[config.mk]
export PLATFORM = sky130hd
export DESIGN_NAME = counter_delta_reader
export DESIGN_NICKNAME = d
export VERILOG_FILES = /design/src/rtl/counter_reader_pkg.sv /design/src/rtl/delta_fifo.sv /design/src/rtl/counter_delta_reader.sv
export SDC_FILE = /design/constraint.sdc
export NUM_CORES = 1
export LEC_CHECK = 0
export ABC_AREA = 1
export ABC_CLOCK_PERIOD_IN_PS = 3500
export BUFFER_PORTS_ARGS = -buffer_cell sky130_fd_sc_hd__clkbuf_2
export CORE_MARGIN = 8
export CORE_UTILIZATION = 55
export CTS_CLUSTER_DIAMETER = 60
export DETAILED_ROUTE_END_ITERATION = 12
export PLACE_DENSITY_LB_ADDON = 0.08
export RECOVER_POWER = 100
export SYNTH_ARGS = -nofsm -noshare
export SYNTH_HDL_FRONTEND = slang
export SYNTH_SLANG_ARGS = --single-unit
[constraint.sdc]
create_clock -name clk -period 3.5 [get_ports clk]
set_input_delay 0.525 -clock clk [delete_from_list [all_inputs] [get_ports clk]]
set_output_delay 0.525 -clock clk [all_outputs]
set_load 0.005 [all_outputs]
[src/rtl/counter_reader_pkg.sv]
`default_nettype none
// ============================================================================
//  Module      : counter_reader_pkg
//  Description : Shared types and default constants for the counter delta
//                reader: FSM state encoding and default parameter values.
//  Ports       : none (package)
//  Revision    : 1.0 - initial release
// ============================================================================
package counter_reader_pkg;

  localparam int c_DEFAULT_N_BITS     = 8;
  localparam int c_DEFAULT_SAMPLE_DIV = 16;
  localparam int c_DEFAULT_FIFO_DEPTH = 4;

  typedef enum logic [1:0] {
    IDLE  = 2'd0,
    PRIME = 2'd1,
    RUN   = 2'd2
  } state_t;

endpackage : counter_reader_pkg
`default_nettype wire

[src/rtl/delta_fifo.sv]
`default_nettype none
// ============================================================================
//  Module      : delta_fifo
//  Description : Synchronous first-word-fall-through FIFO. The head entry is
//                visible on o_rdata one edge after it is written.
//  Ports       : clk, reset        - clock, synchronous active-high reset
//                i_push, i_wdata   - write request and data
//                i_pop             - consume head entry
//                o_rdata           - head entry (0 when empty)
//                o_full, o_empty   - status flags
//                o_level           - number of stored entries
//  Revision    : 1.0 - initial release
// ============================================================================
module delta_fifo #(
  parameter int WIDTH = 8,
  parameter int DEPTH = 4
) (
  input  logic                     clk,
  input  logic                     reset,
  input  logic                     i_push,
  input  logic [WIDTH-1:0]         i_wdata,
  input  logic                     i_pop,
  output logic [WIDTH-1:0]         o_rdata,
  output logic                     o_full,
  output logic                     o_empty,
  output logic [$clog2(DEPTH):0]   o_level
);

  localparam int PTR_W = $clog2(DEPTH);

  logic [WIDTH-1:0] r_mem [DEPTH];
  logic [PTR_W-1:0] r_wr_ptr;
  logic [PTR_W-1:0] r_rd_ptr;
  logic [PTR_W:0]   r_level;

  logic w_pop;
  logic w_push;

  assign o_empty = (r_level == '0);
  assign o_full  = (r_level == (PTR_W+1)'(DEPTH));

  // A pop frees a slot on the same edge, so a full FIFO still accepts a push
  // when it is being popped. Pointers wrap naturally since DEPTH is 2^PTR_W.
  assign w_pop  = i_pop && !o_empty;
  assign w_push = i_push && (!o_full || w_pop);

  always_ff @(posedge clk) begin
    if (reset) begin
      r_wr_ptr <= '0;
      r_rd_ptr <= '0;
      r_level  <= '0;
    end else begin
      if (w_push) r_wr_ptr <= r_wr_ptr + PTR_W'(1);
      if (w_pop)  r_rd_ptr <= r_rd_ptr + PTR_W'(1);
      case ({w_push, w_pop})
        2'b10:   r_level <= r_level + (PTR_W+1)'(1);
        2'b01:   r_level <= r_level - (PTR_W+1)'(1);
        default: r_level <= r_level;
      endcase
    end
  end

  // Storage needs no reset: the empty flag masks stale contents.
  always_ff @(posedge clk) begin
    if (w_push) r_mem[r_wr_ptr] <= i_wdata;
  end

  assign o_rdata = o_empty ? '0 : r_mem[r_rd_ptr];
  assign o_level = r_level;

endmodule : delta_fifo
`default_nettype wire

[src/rtl/counter_delta_reader.sv]
`default_nettype none
// ============================================================================
//  Module      : counter_delta_reader
//  Description : Periodically samples a free-running counter and queues the
//                modular difference between consecutive samples in a FIFO.
//  Ports       : clk, reset       - clock, synchronous active-high reset
//                enable           - sampling enable
//                count_value      - counter being read
//                clear_overflow   - clears sticky overflow flag
//                delta_data/valid - head-of-FIFO delta and its valid flag
//                delta_ready      - consumer accepts head entry
//                overflow         - sticky: a delta was dropped
//                fifo_level       - number of queued deltas
//  Revision    : 1.0 - initial release
// ============================================================================
module counter_delta_reader
  import counter_reader_pkg::*;
#(
  parameter int N_BITS     = c_DEFAULT_N_BITS,
  parameter int SAMPLE_DIV = c_DEFAULT_SAMPLE_DIV,
  parameter int FIFO_DEPTH = c_DEFAULT_FIFO_DEPTH
) (
  input  logic                          clk,
  input  logic                          reset,
  input  logic                          enable,
  input  logic [N_BITS-1:0]             count_value,
  input  logic                          clear_overflow,
  output logic [N_BITS-1:0]             delta_data,
  output logic                          delta_valid,
  input  logic                          delta_ready,
  output logic                          overflow,
  output logic [$clog2(FIFO_DEPTH):0]   fifo_level
);

  localparam int DIV_W = $clog2(SAMPLE_DIV);

  state_t              r_state;
  state_t              w_state_next;
  logic [DIV_W-1:0]    r_div;
  logic [N_BITS-1:0]   r_prev;
  logic                r_overflow;

  logic                w_div_wrap;
  logic                w_capture;
  logic                w_push;
  logic                w_pop;
  logic                w_drop;
  logic                w_full;
  logic                w_empty;
  logic [N_BITS-1:0]   w_delta;

  assign w_div_wrap = (r_div == DIV_W'(SAMPLE_DIV - 1));

  // State register
  always_ff @(posedge clk) begin
    if (reset) r_state <= IDLE;
    else       r_state <= w_state_next;
  end

  // Next-state logic: dropping enable returns to IDLE from anywhere, so the
  // next enable always re-primes before producing a delta.
  always_comb begin
    w_state_next = r_state;
    case (r_state)
      IDLE:    if (enable) w_state_next = PRIME;
      PRIME:   if (!enable) w_state_next = IDLE;
               else if (w_div_wrap) w_state_next = RUN;
      RUN:     if (!enable) w_state_next = IDLE;
      default: w_state_next = IDLE;
    endcase
  end

  // Output logic: sampling actions on a divider tick; no sample is taken on
  // the edge where enable has already been withdrawn.
  always_comb begin
    w_capture = 1'b0;
    w_push    = 1'b0;
    if (enable && w_div_wrap) begin
      w_capture = (r_state == PRIME);
      w_push    = (r_state == RUN);
    end
  end

  // Modular subtraction handles counter wrap-around without special casing.
  assign w_delta = count_value - r_prev;

  // Pop decision depends only on registered FIFO state, so a freshly pushed
  // entry cannot be popped on the edge it is written.
  assign w_pop  = delta_valid && delta_ready;
  assign w_drop = w_push && w_full && !w_pop;

  always_ff @(posedge clk) begin
    if (reset) begin
      r_div      <= '0;
      r_prev     <= '0;
      r_overflow <= 1'b0;
    end else begin
      if (r_state == IDLE || w_state_next == IDLE || w_div_wrap) r_div <= '0;
      else                                                       r_div <= r_div + DIV_W'(1);

      // The reference sample advances even when its delta is dropped.
      if (w_capture || w_push) r_prev <= count_value;

      // A drop on the same edge wins over a clear request.
      if (w_drop)              r_overflow <= 1'b1;
      else if (clear_overflow) r_overflow <= 1'b0;
    end
  end

  delta_fifo #(
    .WIDTH (N_BITS),
    .DEPTH (FIFO_DEPTH)
  ) u_fifo (
    .clk     (clk),
    .reset   (reset),
    .i_push  (w_push),
    .i_wdata (w_delta),
    .i_pop   (w_pop),
    .o_rdata (delta_data),
    .o_full  (w_full),
    .o_empty (w_empty),
    .o_level (fifo_level)
  );

  assign delta_valid = !w_empty;
  assign overflow    = r_overflow;

endmodule : counter_delta_reader
`default_nettype wire

Word level (Yosys, flattened, before mapping). Memories as Yosys holds them, arrays and structs flattened. A register that Yosys moved wholly into a read port is not among the register bits. Cells that the tools add are included.

Output and inout port bits: 13. Word-level logic and storage cells: 54. Memory bits (writable): 32. Memories kept: 1. Input port bits: 13. Bits in registers: 22.

Memories: u_fifo.r_mem (words 4, bits a word 8, rd ports 1, clocked after Yosys merged registers in 1, wr ports 1, line delta_fifo.sv:31) `logic [WIDTH-1:0] r_mem [DEPTH];`.

Reduce and logical (&&, ||, !) cells: 19. Add/sub/neg operators: 6. Multiplexer cells: 15. Eq/ne operators: 6.

Operators with widths (number): $mux W2 (6); $mux W8 (1); $sub A8 B8 Y8 (1); $logic_and A1 B1 Y1 (6); $mux W1 (6); $pmux W2 S3 (1); $pmux W3 S2 (1); $add A2 B1 Y2 const B (2); $add A4 B1 Y4 const B (1); $eq A2 B1 Y1 const B (2); $eq A2 B2 Y1 const B (2); $eq A4 B4 Y1 const B (1); $logic_not A2 Y1 (2); $logic_or A1 B1 Y1 (4); $reduce_bool A2 Y1 (2); $add A3 B1 Y3 const B (1); $eq A3 B3 Y1 const B (1); $logic_not A1 Y1 (3); $logic_not A3 Y1 (1); $sub A3 B1 Y3 const B (1); $reduce_or A2 Y1 (1).

Logic depth before layout (Yosys ltp). Gate-level depths: netlist of the first run.

Depth after elaboration: 8. Mapped depth: 11. Mapped depth without buffers: 11.

Hierarchy. Synthesis of the first run repeated with hierarchy kept, for this count alone.

Cell total of the unflattened synthesis: 313. Area, all modules: 2766.4 µm².

Modules (own cells, without submodules): delta_fifo (area an instance 1754.2 µm², times used 1, cells each 159, sequential area each 1141.1 µm²); counter_delta_reader (area an instance 1012.2 µm², times used 1, cells each 154, sequential area each 300.3 µm²).

Least setup slack after synthesis of the first run. OpenSTA, ideal clock, no wires.

Path type: input-to-reg. Start: in count_value[0]. End: mem u_fifo.r_mem[0][6] (data pin). Stages: 7. Required time: 3320 ps. Path buffers: 0. Setup slack: 1702 ps. Library setup time: 180 ps. Arrival time: 1618 ps. Path through: inv_1 ha_1 fa_1 inv_1 nand4_1 nand3_1 xor2_1.

Cells in the longest elaborated chain, start to end: 1.

Ends and longest elaborated chain: from (decl) (line counter_delta_reader.sv:26) `input logic [N_BITS-1:0] count_value,`; $sub A8 B8 Y8 (line counter_delta_reader.sv:85) `assign w_delta = count_value - r_prev;`; via u_fifo.i_wdata[6] (line delta_fifo.sv:21) `input logic [WIDTH-1:0] i_wdata,`; to (decl) (line delta_fifo.sv:31).

The timed path passes the listed nets, and every way through them passes these cells.

==> flow_summary_export.csv, run 1 <==
group,metric,value,unit
status,run_status,"complete, no violations",
floorplanning,die_x,84.99,µm
yosys,ys_types,30,
yosys,synth_cells,275,
clock_network,cts_made_buffers,5,
global_route,grt_pass1_vias,1624,
global_route,grt_first_pass_wirelength,7396,µm
timing,tightest_slew,1308,ps
routing,viasPerCell,5.006,
clock_network,cts.clk_slew.worst_paths,90,ps
clock_network,clock_latency,300,ps
routing,vias,1777,
timing,fin_setup_tns,0,ps
place,dp_hpwl,3301,µm
timing,rsz0062_at_grt,"no",
layout,nFillCells,413,
routing,wl_met1,2156,µm
floorplanning,die_area,7222,µm²
floorplanning,die_h,84.99,µm
global_route,grt.overflow.total,0,
power,power_density,520.5,nW/µm²
critical_path,critPathMaxFanout,17,
critical_path,cp-end-kind,"output pin",
timing,timing.hold.ws,452.8,ps
run,cap_violations,0,
clock_network,cts.sinks,56,
yosys,ys.warnings.count,0,
routing,dr.first_iter.drc_count,59,
clock_network,cts_hold_buf,0,
global_route,antenna_found_initial,0,
routing,dr.pass1.iters,4,
timing,hold_viol,0,
routing,ant_nets,0,
layout,drive_gt1_frac,0.09967,
floorplanning,core,4661,µm²
critical_path,crit_arrival,1860,ps
floorplanning,row_count,25,
routing,wl_met3,168,µm
floorplanning,start_util,0.5616,
global_route,grt_max_degree,18,
layout,nets,328,
clock_network,cts_buffer_depth,2,
routing,drc,0,
clock_network,post_cts_resized,0,
timing,setup_viol,0,
place,port_buffers,25,
critical_path,required,2970,ps
timing,slew_viol_final,0,
timing,layout_min_cycle_time,2380,ps
yosys,synth_area,2618,µm²
timing,slew_headroom,0.1185,
clock_network,cts-root-buf,"clkbuf_8",
place,gp_congestion,0.7983,
layout,antennaDiodeCount,0,
layout,syn2layout_area_growth,7.266,%
clock_network,cts_tree,"done",
power,peakVddDrop,0.0003055,V
layout,multi_input_area,957.2,µm²
yosys,synth-seq-cells,56,
power,p_leak,1.124,nW
floorplanning,io_pins,26,
clock_network,htree_levels,2,
yosys,syn_nets,302,
yosys,ys_seq_area_frac,0.5507,
clock_network,cts_setup_buffers,0,
routing,routedWlPerCell,12.57,µm
timing,fin_crit_sh,0.6801,
global_route,track_usage,0.1292,
routing,wl_met2,2069,µm
min_path,hold_path_class,"reg -> reg",
critical_path,path_class,"reg -> out",
critical_path,start_kind,"register",
timing,fin_worst_skew,3.737,ps
routing,totalWireLength,4461,µm
yosys,syn_area_per_cell,9.518,µm²
routing,top_layer_used,"met4",
layout,register_area,1441,µm²
timing,fmax,0.4201,GHz
Yosys cell counts (all sizes together):
cell     number  share of area
a21o          3         0.0086
nand3        10          0.023
nor3b         1         0.0029
edfxtp       32           0.37
clkbuf        1         0.0019
xnor2         2         0.0067
xor2          5          0.017
dfxtp        24           0.18
a31oi         2         0.0048
o21ai        32          0.064
buf           5          0.012
fa            2          0.015
nand2        18          0.031
a2bb2oi       1         0.0033
nand3b        1         0.0029
o211ai        1         0.0029
nor2         56          0.085
nand4         3         0.0072
ha           12          0.057
inv          39          0.056
a21oi        25          0.048
metal layers:
metal,vias to the layer above,global-route usage
met1,784,0.1519
met4,0,0.05340
li1,960,-
met2,27,0.2131
met5,-,0
met3,6,0.03958
final timing paths:
path / slack (ps) / cells after the start / from / end
hold reg to reg: 450 / 1 / r_div[0] / r_div[0]
setup / recovery: 1120 / 4 / register / delta_data[4]
setup reg to reg: 1420 / 5 / r_state[1] / r_prev[0]
hold / removal: 450 / 1 / r_div[0] / r_div[0]
per-stage QoR:
stage / total power (W) / area, µm² / std cells / worst slack [ps] / utilization
6_report: 0.001461 / 2808 / 355 / 1120 / 0.6024
5_1_grt: 0.001548 / 2808 / 355 / 916.5 / 0.6024
4_1_cts: 0.001500 / 2850 / 355 / 1239 / 0.6115
3_5_place_dp: 0.001184 / 2773 / 348 / 1427 / 0.5949
3_3_place_gp: 0.001176 / 2773 / 348 / 1466 / 0.5949
2_1_floorplan: 0.001037 / 2618 / 275 / 1702 / -
worst max-delay path: stages (launching register included):
cell and delay (ps):
dfxtp_1 690, inv_1 360, o21ai_0 260, a21oi_1 110, clkbuf_2 130
cells in the final DEF, fill, tap and decap left out, drive strengths merged:
cell,Yosys,layout
ha,12,12
fa,2,2
a21oi,25,25
o21ai,32,32
edfxtp,32,32
clkbuf,1,31
a2bb2oi,1,1
nand2,18,18
nand4,3,3
clkinv,0,1
a21o,3,3
o211ai,1,1
a31oi,2,2
xnor2,2,2
nor2,56,56
nand3b,1,1
nand3,10,10
xor2,5,5
inv,39,39
dfxtp,24,24
nor3b,1,1
sequential cells by signal (all words and copies together), names as in the netlist, named ones only:
signal           flops
r_div                4
u_fifo.r_wr_ptr      2
u_fifo.o_level       3
r_prev               8
overflow             1
u_fifo.r_rd_ptr      2
u_fifo.r_mem        32
r_state              2
report_power, final:
group | switching, W | total, W | leakage (nW) | internal, W
Clock | 0.000184 | 0.000321 | 0.0410 | 0.000136
Combinational | 0.000238 | 0.000373 | 0.601 | 0.000136
Sequential | 0.0000410 | 0.000767 | 0.482 | 0.000726
layout make-up:
cell class / count / area share
clock inverter: 1 / 0.001783
multi-input combinational: 174 / 0.3409
inverter: 39 / 0.05214
clock buffer: 6 / 0.02585
tap: 54 / 0.02406
timing repair buffer: 25 / 0.04189
sequential: 56 / 0.5134
logic make-up after synthesis:
kind of cell / share of synthesized area
DFF: 0.5507
adders and majority gates: 0.07266
xor gates and xnor gates: 0.02342
AOI/OAI and AO/OA: 0.1315
and+or+nand+nor: 0.1515
buffers and inverters: 0.07027
Power figures use the tool's default switching activity.
==> inputs of run 2 (changes only) <==
Settings changed: ABC_CLOCK_PERIOD_IN_PS 3500 to 2450.
Clock period 3.5 ns to 2.45 ns, I/O delays scaled along.
==> run 2 against run 1 <==
Global-route usage grew 0.60 points. Critical path depth increased by 1. Design area rose by 1.9%. First-iteration DRC count grew 85%. Critical endpoint is now delta_data[1]. Worst setup slack worse by 700 ps. Clock power is 83% higher. Hold slack worse by 200 ps.
==> flow_summary_export.csv, run 2 (synthesis results as in run 1) <==
group,metric,value,unit
timing,fin_setup_tns,0,ps
layout,reg_top3,"u_fifo.r_mem x32, r_prev x8, r_div x4",
floorplanning,core,4661,µm²
clock_network,clock_latency,310,ps
place,dpl_cell_area,2810,µm²
layout,drive_gt1_frac,0.1075,
min_path,hold_path_class,"in -> reg",
timing,rsz0062_at_grt,"no",
clock_network,cts_buffer_depth,2,
floorplanning,io_pins,26,
place,pre_cts_ws,569.7,ps
routing,ant_nets,0,
place,dp_hpwl,3397,µm
clock_network,cts.clk_slew.worst_paths,100,ps
global_route,track_usage,0.1351,
global_route,grt_max_degree,18,
layout,fin_area,2861,µm²
critical_path,path_class,"reg -> out",
timing,setup_viol,0,
global_route,grt_pass1_vias,1729,
global_route,grt.overflow.total,0,
clock_network,cts-root-buf,"clkbuf_8",
timing,tightest_slew,818.3,ps
critical_path,required,2080,ps
floorplanning,start_util,0.5616,
clock_network,cts_setup_buffers,0,
clock_network,cts_made_buffers,5,
layout,final_common_cell,"nor2_1",
timing,fin_crit_sh,0.8278,
critical_path,critPathMaxFanout,9,
layout,layout_common_cells,"nor2_1 (55), inv_1 (36), edfxtp_1 (32)",
critical_path,start_kind,"register",
timing,hold_viol,0,
routing,totalWireLength,4651,µm
clock_network,htree_levels,2,
layout,fin_cells,361,
critical_path,cp-end-kind,"output pin",
critical_path,crit_arrival,1660,ps
floorplanning,die_area,7222,µm²
floorplanning,die_h,84.99,µm
global_route,grt_first_pass_wirelength,7817,µm
timing,layout_min_cycle_time,2028,ps
clock_network,cts.sinks,56,
layout,syn2layout_area_growth,9.321,%
routing,dr.first_iter.drc_count,109,
clock_network,cts_hold_buf,0,
power,peakVddDrop,0.0004018,V
layout,top_register,"u_fifo.r_mem",
run,cap_violations,0,
floorplanning,die_x,84.99,µm
routing,routedWlPerCell,12.88,µm
place,gp_congestion,0.7756,
status,run_status,"complete, no violations",
routing,viasPerCell,5.097,
layout,nets,333,
clock_network,post_cts_resized,0,
clock_network,cts_tree,"done",
place,place_inst,353,
layout,largest_register_ffs,32,
timing,slew_viol_final,0,
power,power_density,777.2,nW/µm²
timing,fmax,0.4931,GHz
timing,slew_headroom,0.4508,
routing,dr.pass1.iters,4,
routing,vias,1840,
global_route,antenna_found_initial,0,
layout,antennaDiodeCount,0,
place,port_buffers,25,
timing,fin_ws,421.9,ps
floorplanning,row_count,25,
power,p_leak,1.152,nW
timing,fin_worst_skew,6.509,ps
routing,drc,0,
## run 2: cell types whose count changed in the layout (fill, tap and decap cells not counted), sizes merged
cell	before	now
buf	0	3
bufinv	0	1
clkbuf	31	33
## run 2: power breakdown
group	leakage [nW]	internal, W	switching (W)
logic	0.615	0.000199	0.000370
clock network	0.0552	0.000304	0.000284
registers	0.482	0.00104	0.0000309
## run 2: final cells by class
cell class,count,area (µm²)
Timing Repair Buffer,30,143.9
Clock inverter,2,35.03
Tap cell,54,67.56
Sequential cell,56,1441
Fill cell,416,1799
Clock buffer,6,72.57
Multi-Input combinational cell,174,954.7
Inverter,39,146.4
## run 2: path summary, 6_finish.rpt
path	start	endpoint	slack, ps	cells past startpoint
max	register	delta_data[1]	420	5
min reg2reg	r_div[0]	r_div[0]	450	1
max reg2reg	r_div[0]	u_fifo.r_mem[2][7]	430	5
min	reset	r_state[1]	250	2
## run 2: worst max-delay path, stage by stage, from the launching register on
cell and delay (ps):
dfxtp_1 560, inv_1 240, nor2_1 140, o21ai_0 90, a21oi_1 180, clkbuf_1 150
## run 2: routing by layer
layer  vias up  global-route usage  part of all wire
li1        976                   -                 -
met1       832              0.1692              0.50
met2        26              0.2159              0.45
met3         6             0.03571             0.038
met4         0             0.05340             0.014
met5         -                   0                 0
## run 2: stage by stage
stage / power [W] / hold slack, ps / util
floorplan: 0.001481 / 417.9 / -
global route: 0.002354 / 251.4 / 0.6140
detailed placement: 0.001696 / 438.7 / 0.6030
CTS: 0.002277 / 245.9 / 0.6260
global placement: 0.001692 / 432.7 / 0.6030
finish: 0.002224 / 254.1 / 0.6140
